**src/rtl/bus_master_arbmux_pkg.sv**
```systemverilog
// Shared bus constants, arbiter state type and owner-index width helper for bus_master_arbmux.
package bus_master_arbmux_pkg;

    localparam logic ENABLE_  = 1'b0;
    localparam logic DISABLE_ = 1'b1;
    localparam logic READ     = 1'b1;
    localparam logic WRITE    = 1'b0;

    localparam int WORD_ADDR_W = 30;
    localparam int WORD_DATA_W = 32;

    typedef enum logic {
        ST_IDLE  = 1'b0,
        ST_OWNED = 1'b1
    } arb_state_e;

    // Owner index width; a single bit is kept even for two masters.
    function automatic int idx_w(input int n);
        return (n <= 2) ? 1 : $clog2(n);
    endfunction

endpackage

```
**src/rtl/bus_master_arbmux_pick.sv**
```systemverilog
// bus_arb_pick: combinational picker, first requester at or after start (wrapping), skipping excluded masters.
module bus_arb_pick
    import bus_master_arbmux_pkg::*;
#(
    parameter int N     = 4,
    parameter int IDX_W = 2
) (
    input  logic [N-1:0]     req,
    input  logic [N-1:0]     excl,
    input  logic [IDX_W-1:0] start,
    output logic             valid,
    output logic [IDX_W-1:0] winner
);

    always_comb begin
        int idx;
        idx    = 0;
        valid  = 1'b0;
        winner = '0;
        for (int off = 0; off < N; off++) begin
            idx = int'(start) + off;
            if (idx >= N) idx = idx - N;
            if (!valid && req[idx] && !excl[idx]) begin
                valid  = 1'b1;
                winner = IDX_W'(idx);
            end
        end
    end

endmodule

```
**src/rtl/bus_master_arbmux.sv**
```systemverilog
// Shared-bus arbiter with registered active-low grant and slave-side master mux.
// Define BUS_ARB_ROUND_ROBIN_EN for round-robin selection; otherwise lowest index wins.
module bus_master_arbmux
    import bus_master_arbmux_pkg::*;
#(
    parameter int N_MASTERS = 4,
    parameter int ADDR_W    = 30,
    parameter int DATA_W    = 32,
    parameter int MAX_HOLD  = 0
) (
    input  logic                        clk,
    input  logic                        reset,
    input  logic [N_MASTERS-1:0]        m_req_,
    output logic [N_MASTERS-1:0]        m_grnt_,
    input  logic [N_MASTERS*ADDR_W-1:0] m_addr,
    input  logic [N_MASTERS-1:0]        m_as_,
    input  logic [N_MASTERS-1:0]        m_rw,
    input  logic [N_MASTERS*DATA_W-1:0] m_wr_data,
    output logic [ADDR_W-1:0]           s_addr,
    output logic                        s_as_,
    output logic                        s_rw,
    output logic [DATA_W-1:0]           s_wr_data
);

    localparam int OWN_W  = idx_w(N_MASTERS);
    localparam int HOLD_W = (MAX_HOLD > 1) ? $clog2(MAX_HOLD) : 1;
    localparam logic [HOLD_W-1:0] HOLD_LAST = (MAX_HOLD > 0) ? HOLD_W'(MAX_HOLD - 1) : '0;

    arb_state_e           state, nxt_state;
    logic [OWN_W-1:0]     owner, nxt_owner;
    logic [HOLD_W-1:0]    hold_cnt, nxt_hold;
    logic [N_MASTERS-1:0] nxt_grnt;

    logic [N_MASTERS-1:0] req;
    logic [N_MASTERS-1:0] owner_mask;
    logic [N_MASTERS-1:0] excl;
    logic                 owner_req;
    logic                 other_req;
    logic                 forced;
    logic                 new_grant;
    logic                 pick_valid;
    logic [OWN_W-1:0]     pick_winner;
    logic [OWN_W-1:0]     start;

    assign req        = ~m_req_;
    assign owner_mask = N_MASTERS'(1) << owner;
    assign owner_req  = |(req & owner_mask);
    assign other_req  = |(req & ~owner_mask);

    // Forced release happens on the last allowed cycle only when someone else is waiting.
    assign forced = (MAX_HOLD > 0) && (state == ST_OWNED) && owner_req &&
                    (hold_cnt == HOLD_LAST) && other_req;
    assign excl   = forced ? owner_mask : '0;

`ifdef BUS_ARB_ROUND_ROBIN_EN
    logic [OWN_W-1:0] ptr, nxt_ptr;

    assign start   = ptr;
    assign nxt_ptr = (int'(pick_winner) == N_MASTERS - 1) ? '0 : pick_winner + 1'b1;

    always_ff @(posedge clk) begin
        if (reset) begin
            ptr <= '0;
        end else if (new_grant) begin
            ptr <= nxt_ptr;
        end
    end
`else
    assign start = '0;
`endif

    bus_arb_pick #(
        .N     (N_MASTERS),
        .IDX_W (OWN_W)
    ) u_pick (
        .req    (req),
        .excl   (excl),
        .start  (start),
        .valid  (pick_valid),
        .winner (pick_winner)
    );

    // State register
    always_ff @(posedge clk) begin
        if (reset) begin
            state    <= ST_IDLE;
            owner    <= '0;
            hold_cnt <= '0;
            m_grnt_  <= '1;
        end else begin
            state    <= nxt_state;
            owner    <= nxt_owner;
            hold_cnt <= nxt_hold;
            m_grnt_  <= nxt_grnt;
        end
    end

    // Next-state logic
    always_comb begin
        nxt_state = state;
        nxt_owner = owner;
        nxt_hold  = hold_cnt;
        new_grant = 1'b0;
        case (state)
            ST_IDLE: begin
                if (pick_valid) new_grant = 1'b1;
            end
            ST_OWNED: begin
                if (owner_req && !forced) begin
                    if ((MAX_HOLD > 0) && (hold_cnt != HOLD_LAST)) nxt_hold = hold_cnt + 1'b1;
                end else if (pick_valid) begin
                    new_grant = 1'b1;
                end else begin
                    nxt_state = ST_IDLE;
                end
            end
            default: nxt_state = ST_IDLE;
        endcase
        if (new_grant) begin
            nxt_state = ST_OWNED;
            nxt_owner = pick_winner;
            nxt_hold  = '0;
        end
        nxt_grnt = (nxt_state == ST_OWNED) ? ~(N_MASTERS'(1) << nxt_owner) : '1;
    end

    // Slave-side mux: only the registered owner can drive the shared bus.
    always_comb begin
        s_addr    = '0;
        s_as_     = DISABLE_;
        s_rw      = READ;
        s_wr_data = '0;
        if (state == ST_OWNED) begin
            for (int i = 0; i < N_MASTERS; i++) begin
                if (owner == OWN_W'(i)) begin
                    s_addr    = m_addr[i*ADDR_W +: ADDR_W];
                    s_as_     = m_as_[i];
                    s_rw      = m_rw[i];
                    s_wr_data = m_wr_data[i*DATA_W +: DATA_W];
                end
            end
        end
    end

endmodule
```
**config.mk**
```make
export PLATFORM = sky130hd
export DESIGN_NAME = bus_master_arbmux
export DESIGN_NICKNAME = d
export VERILOG_FILES = /design/src/rtl/bus_master_arbmux_pkg.sv /design/src/rtl/bus_master_arbmux_pick.sv /design/src/rtl/bus_master_arbmux.sv
export SDC_FILE = /design/constraint.sdc
export NUM_CORES = 1
export LEC_CHECK = 0
export CORE_AREA = 8 8 122 124
export CTS_CLUSTER_DIAMETER = 60
export DETAILED_ROUTE_END_ITERATION = 10
export DIE_AREA = 0 0 130 132
export GPL_TIMING_DRIVEN = 1
export HOLD_SLACK_MARGIN = 0.03
export PLACE_DENSITY = 0.68
export SLEW_MARGIN = 15
export SYNTH_ARGS = -nofsm -noshare
export SYNTH_HDL_FRONTEND = slang
export SYNTH_SLANG_ARGS = --single-unit
```
**constraint.sdc**
```tcl
create_clock -name clk -period 2.44 [get_ports clk]
set_clock_uncertainty 0.1 [all_clocks]
set_input_delay 0.732 -clock clk [delete_from_list [all_inputs] [get_ports clk]]
set_output_delay 0.732 -clock clk [all_outputs]
set_load 0.03 [all_outputs]
```
==> summary.txt, run 1 <==
Pre-Repair DR Iteration Count - 4
RR Endpoint - m_grnt_[1]$_SDFF_PP1_
Clock Sinks - 7
crit share post-route - 1.041
Vias - 3288
Final Hold Fails - 0
largest net degree at the start of global routing - 35
YS warnings - 0
max-slew violations - 0
Cell Count, Final, Fillers Out - 713
DP Worst Slack - -0.7782 ns
number of global-route vias before repair - 3686
Hold Path Sink - owner[0]$_SDFF_PP0_
via/cell ratio - 4.612
GR Util All Layers - 0.1810
die area - 17160 µm²
Antenna Nets Post-Route - 0
I/O Buffers - 329
Final Total Pwr - 1.753 mW
CP Max Fanout - 1
R2R Setup Slk - 0.80 ns
Crit Reg-Reg Startpoint - owner[0]$_SDFF_PP0_
Final Core Density - 0.4861
Slew @ Worst Pin - 0.3247 ns
# rows - 42
layout cell share with drive strength beyond 1 - 0.4935
Global Route met2 Usage - 0.3250
Fmax - 393.8 MHz
DRC marker count from the first detailed-route iteration - 118
Async S/R FF share, synth - 0
Finished Cell Area - 6310 µm²
cts bufs inserted - 3
chip width - 130 µm
# nets final - 798
Tmin final - 2.539 ns
R2R depth - 7
initial antenna violation count - 3
Die H - 132 µm
number of synthesized flops with an enable pin - 0
Core ar. - 12980 µm²
CTS root buf - clkbuf_16
dpl hpwl - 13730 µm
gr ovfl total - 0
arrival time at the worst endpoint - 1.71 ns
slew margin rel. - 0.7828
Initial Util - 0.1798
Min-Delay Path Class - flip-flop to flip-flop
CP Capture Type - output port
Hold Buf Count CTS - 0
Max Root-Sink Buffers - 2
sequential share of the synthesized area - 0.06005
final setup vio count - 64
#FFs+latches synth - 7
leakage power - 2.599 nW
Area Overhead vs Synth - 170.4%
Synth Cell Area - 2333 µm²
maxcap violations - 0
setup ws final - -0.09913 ns
WL final - 16300 µm
RSZ-0062 raised after global routing - true
hold path depth - 4
placed inst area - 5862 µm²
Critical Path RT - 1.61 ns
Post-synth top flop - dfxtp_1
clock latency on the worst-skew pair - 0.22 ns
routability cong. - 0.8490
Worst VDD drop - 0.0003902 V
syn_area_per_cell - 12.03 µm²
setup tns final - -3.733 ns
DR WL/cell - 22.87 µm
Synth Instances - 194
worst hold slack - 0.6923 ns
global route hottest layer - met2
DP Cell Count - 696
drt drc - 0
power per cell area - 277.9 nW/µm²
CTS clock-pin slew for the worst setup and hold paths - 0.03 ns
wire length of the first global-routing pass - 23880 µm
met1 usage - 0.2013
io pins - 330
Post-Syn Nets - 456
Max H-tree Level - 1
met3 Use GR - 0.06149
CP Class - primary input to output port
CTS tree - yes
failing checks - setup timing
synth unique cells - 28
CP startpoint kind - primary input
Hold Crit Start - owner[1]$_SDFF_PP0_
status - finished with violations
## power by group
group	internal, mW	switching [mW]
sequential	0.122	0.00626
combinational	0.829	0.522
clock	0.217	0.0567
## flip-flops by register name (all words and copies together) (netlist names)
signal,cells
m_grnt_,4
owner,2
state,1
## how the worst max path moves through the flow
stage | end | from
after floorplan | s_as_ | m_as_[3]
after global placement | s_addr[20] | m_addr[110]
after detailed placement | s_addr[21] | m_addr[111]
after CTS | s_wr_data[22] | owner[0]$_SDFF_PP0_
after global routing | s_wr_data[16] | owner[0]$_SDFF_PP0_
final | s_wr_data[4] | m_wr_data[100]
## Yosys cell counts, types with 2 or more instances
master / count / area (µm²)
inv_1: 2 / 7.510
nor2_1: 4 / 15.01
a31oi_1: 2 / 12.51
and2_1: 63 / 394.1
buf_6: 5 / 56.30
nand2b_1: 4 / 25.02
nand2_1: 3 / 11.26
buf_4: 2 / 15.01
buf_2: 6 / 30.03
o22ai_1: 2 / 12.51
mux4_2: 64 / 1441
o21ai_0: 4 / 20.02
dfxtp_1: 7 / 140.1
nor2b_1: 3 / 18.77
clkbuf_1: 10 / 37.54
## worst max-delay path, stage by stage
cell and delay (ns):
clkdlybuf4s15_1 0.18, mux4_2 0.48, and2_4 0.18, buf_6 0.13
## cell families after synthesis
kind of cell / share of synthesized area
and+or+nand+nor: 0.2139
AOI/OAI and AO/OA: 0.04558
DFF: 0.06005
buffers and inverters: 0.06273
muxes: 0.6177
## repair_timing
action                                  in CTS  in global routing
resized for setup                          849                 18
endpoints found under the setup margin      64                 64
pin swaps                                   14                  0
endpoints found under the hold margin        0                  0
setup buffers                               10                  1
cloned                                       1                  0
## layer usage
layer,vias to the layer above,wire [µm]
met2,173,8605
met3,16,1683
met1,1624,5755
met4,2,244
met5,-,13
li1,1473,-
## area by class of cell
type / count / area [µm²]
Timing Repair Buffer: 360 / 3635
Inverter: 2 / 7.507
Sequential cell: 7 / 146.4
Multi-Input combinational cell: 162 / 2217
Clock buffer: 4 / 78.83
Fill cell: 1184 / 6670
Tap cell: 176 / 220.2
Antenna cell: 2 / 5.005
## placed cells by master, fill, tap and decap left out, types with 2 or more instances in the layout
cell,Yosys,layout
dfxtp_1,7,4
nand2_1,3,3
clkdlybuf4s15_1,0,220
nor2b_1,3,3
diode_2,0,2
mux4_2,64,64
and2_4,0,62
buf_8,0,3
buf_6,5,71
clkbuf_2,0,7
nor2_1,4,4
dfxtp_2,0,2
clkdlybuf4s50_1,0,9
buf_4,2,13
o21ai_0,4,4
clkdlybuf4s15_2,0,3
clkbuf_16,0,3
a31oi_1,2,2
buf_12,0,9
inv_1,2,2
buf_2,6,23
o22ai_1,2,2
nand2b_1,4,2
nand2b_4,0,2
Note: power is estimated with default switching activity, not from simulation.
==> inputs of run 2 (changes only) <==
--- a/config.mk
+++ b/config.mk
@@ -12,7 +12,6 @@
 export GPL_TIMING_DRIVEN = 1
 export HOLD_SLACK_MARGIN = 0.03
 export PLACE_DENSITY = 0.68
-export SLEW_MARGIN = 15
 export SYNTH_ARGS = -nofsm -noshare
 export SYNTH_HDL_FRONTEND = slang
 export SYNTH_SLANG_ARGS = --single-unit
==> results of run 2 <==
The final DEF is identical to that of run 1; final timing and power are the same.
==> inputs of run 3 (changes only) <==
--- a/config.mk
+++ b/config.mk
@@ -11,6 +11,7 @@
 export DIE_AREA = 0 0 130 132
 export GPL_TIMING_DRIVEN = 1
 export HOLD_SLACK_MARGIN = 0.03
+export MAX_ROUTING_LAYER = met4
 export PLACE_DENSITY = 0.68
 export SYNTH_ARGS = -nofsm -noshare
 export SYNTH_HDL_FRONTEND = slang
==> run 3 against run 2 <==
Compared with the run above: the flow still finishes with violations (setup timing); non-clock buffer count down 3; wire length fell by 0.44%; die area is the same; sequential power hardly changed; global-route usage is essentially flat; register-to-register slack worse by 0.02 ns; clock power barely moved; first-iteration DRC count decreased by 34%; final area is 2.8% lower; critical path depth did not move; largest power group unchanged.
==> summary.txt, run 3 (same netlist as run 1, synthesis figures left out) <==
switch share - 0.3399
leakage power - 2.670 nW
clock latency on the worst-skew pair - 0.23 ns
highest routed layer - met4
Crit Reg-Reg Startpoint - owner[1]$_SDFF_PP0_
Hold Path Sink - m_grnt_[1]$_SDFF_PP1_
sw power - 0.5860 mW
Tmin final - 2.586 ns
Largest regs - m_grnt_ x4, owner x2, state x1
status - finished with violations
Pre-Repair DR Iteration Count - 4
arrival time at the worst endpoint - 1.75 ns
RR Endpoint - m_grnt_[1]$_SDFF_PP1_
I/O Buffers - 329
CP startpoint kind - primary input
dpl hpwl - 13700 µm
Area Overhead vs Synth - 162.9%
drt drc - 0
io pins - 330
DR WL/cell - 22.45 µm
cts bufs inserted - 3
Antenna Nets Post-Route - 0
max-slew violations - 0
Slew @ Worst Pin - 0.3284 ns
CP Capture Type - output port
# rows - 42
Clk pwr share - 0.161
CTS clock-pin slew for the worst setup and hold paths - 0.04 ns
Final Hold Fails - 0
WL final - 16230 µm
GR Util All Layers - 0.1808
wire length of the first global-routing pass - 23120 µm
via/cell ratio - 4.552
RSZ-0062 raised after global routing - true
# nets final - 795
gr ovfl total - 0
Flop pwr share - 0.075
number of global-route vias before repair - 3660
hold path depth - 2
Final Total Pwr - 1.724 mW
CP Max Fanout - 1
CTS tree - yes
Critical Path RT - 1.61 ns
largest net degree at the start of global routing - 44
Vias - 3291
combinational share of power - 0.764
crit share post-route - 1.060
initial antenna violation count - 13
Detail Route met3 WL - 1432 µm
failing checks - setup timing
commonest non-fill, non-tap cell in the layout - dlygate4sd2_1
Final Core Density - 0.4726
chip width - 130 µm
Max H-tree Level - 1
Hold Crit Start - owner[0]$_SDFF_PP0_
Die H - 132 µm
Max Root-Sink Buffers - 2
die area - 17160 µm²
Core ar. - 12980 µm²
Clock Sinks - 7
wire length on met2 - 8568 µm
final setup vio count - 64
layout cell share with drive strength beyond 1 - 0.4868
power per cell area - 281.0 nW/µm²
R2R Setup Slk - 0.78 ns
slew margin rel. - 0.7804
Worst VDD drop - 0.0004172 V
M1 WL - 6085 µm
max FFs per register - 4
Cell Int Power - 1.138 mW
Min-Delay Path Class - flip-flop to flip-flop
R2R depth - 5
maxcap violations - 0
Initial Util - 0.1798
CP Class - primary input to output port
DRC marker count from the first detailed-route iteration - 78
setup ws final - -0.1458 ns
routability cong. - 0.9191
most frequent cells in the layout - 131 x dlygate4sd2_1, 92 x clkdlybuf4s15_1, 68 x buf_6
Reg with most FFs - m_grnt_
Fmax - 386.7 MHz
CTS root buf - clkbuf_16
-- run 3: cell count changes in the layout (fill, tap and decap cells not counted), moves of 3 or more --
cell and delta:
buf_6 -3, diode_2 +13, dlygate4sd2_1 +130, clkdlybuf4s15_2 -3, clkdlybuf4s15_1 -128
-- run 3: metrics by stage --
stage	area (µm²)	instances	setup slack (ns)	TNS [ns]	hold WS, ns
after floorplan	2333	194	0.1555	0	0.4712
after global placement	5824	692	-0.7864	-33.02	0.6249
after detailed placement	5824	692	-0.8077	-33.65	0.6389
after CTS	6087	705	-0.1409	-6.410	0.6754
after global routing	6130	721	-0.1745	-8.425	0.6959
final	6135	723	-0.1458	-5.874	0.6582
-- run 3: layout make-up --
class | count | area, µm²
Multi-Input combinational cell | 162 | 2217
Tap cell | 176 | 220.2
Fill cell | 1279 | 6845
Sequential cell | 7 | 146.4
Antenna cell | 15 | 37.54
Timing Repair Buffer | 357 | 3427
Clock buffer | 4 | 78.83
Inverter | 2 | 7.507
-- run 3: routing by layer --
metal,vias up,global-route usage
met3,10,0.05380
met1,1627,0.1942
met4,0,0.03486
met5,-,-
li1,1481,-
met2,173,0.3213
-- run 3: worst max path at each step --
stage	end	slack (ns)	cells after the start	start
after floorplan	s_as_	0.16	2	m_as_[3]
after global placement	s_addr[20]	-0.79	4	m_addr[20]
after detailed placement	s_addr[20]	-0.81	4	m_addr[20]
after CTS	s_addr[13]	-0.14	5	owner[0]$_SDFF_PP0_
after global routing	s_wr_data[16]	-0.17	5	owner[0]$_SDFF_PP0_
final	s_addr[12]	-0.15	4	m_addr[102]
-- run 3: power by group through the flow --
stage                     sequential (mW)  clock, mW  combinational, mW
after global routing                0.130      0.292               1.38
after floorplan                     0.132          0              0.571
after detailed placement            0.130          0               1.25
after CTS                           0.130      0.282               1.32
after global placement              0.130          0               1.24
final                               0.129      0.277               1.32
-- run 3: timing repair --
| action | CTS | global route |
|---|---|---|
| pin swaps | 2 | 0 |
| endpoints found under the setup margin | 64 | 64 |
| buffers inserted | 8 | 3 |
| hold buffers | 0 | 0 |
| gates resized for setup | 714 | 23 |
| gates cloned | 1 | 1 |
-- run 3: critical path: stages --
cell,delay (ns)
dlygate4sd2_1,0.23
mux4_2,0.50
and2_4,0.16
buf_6,0.13
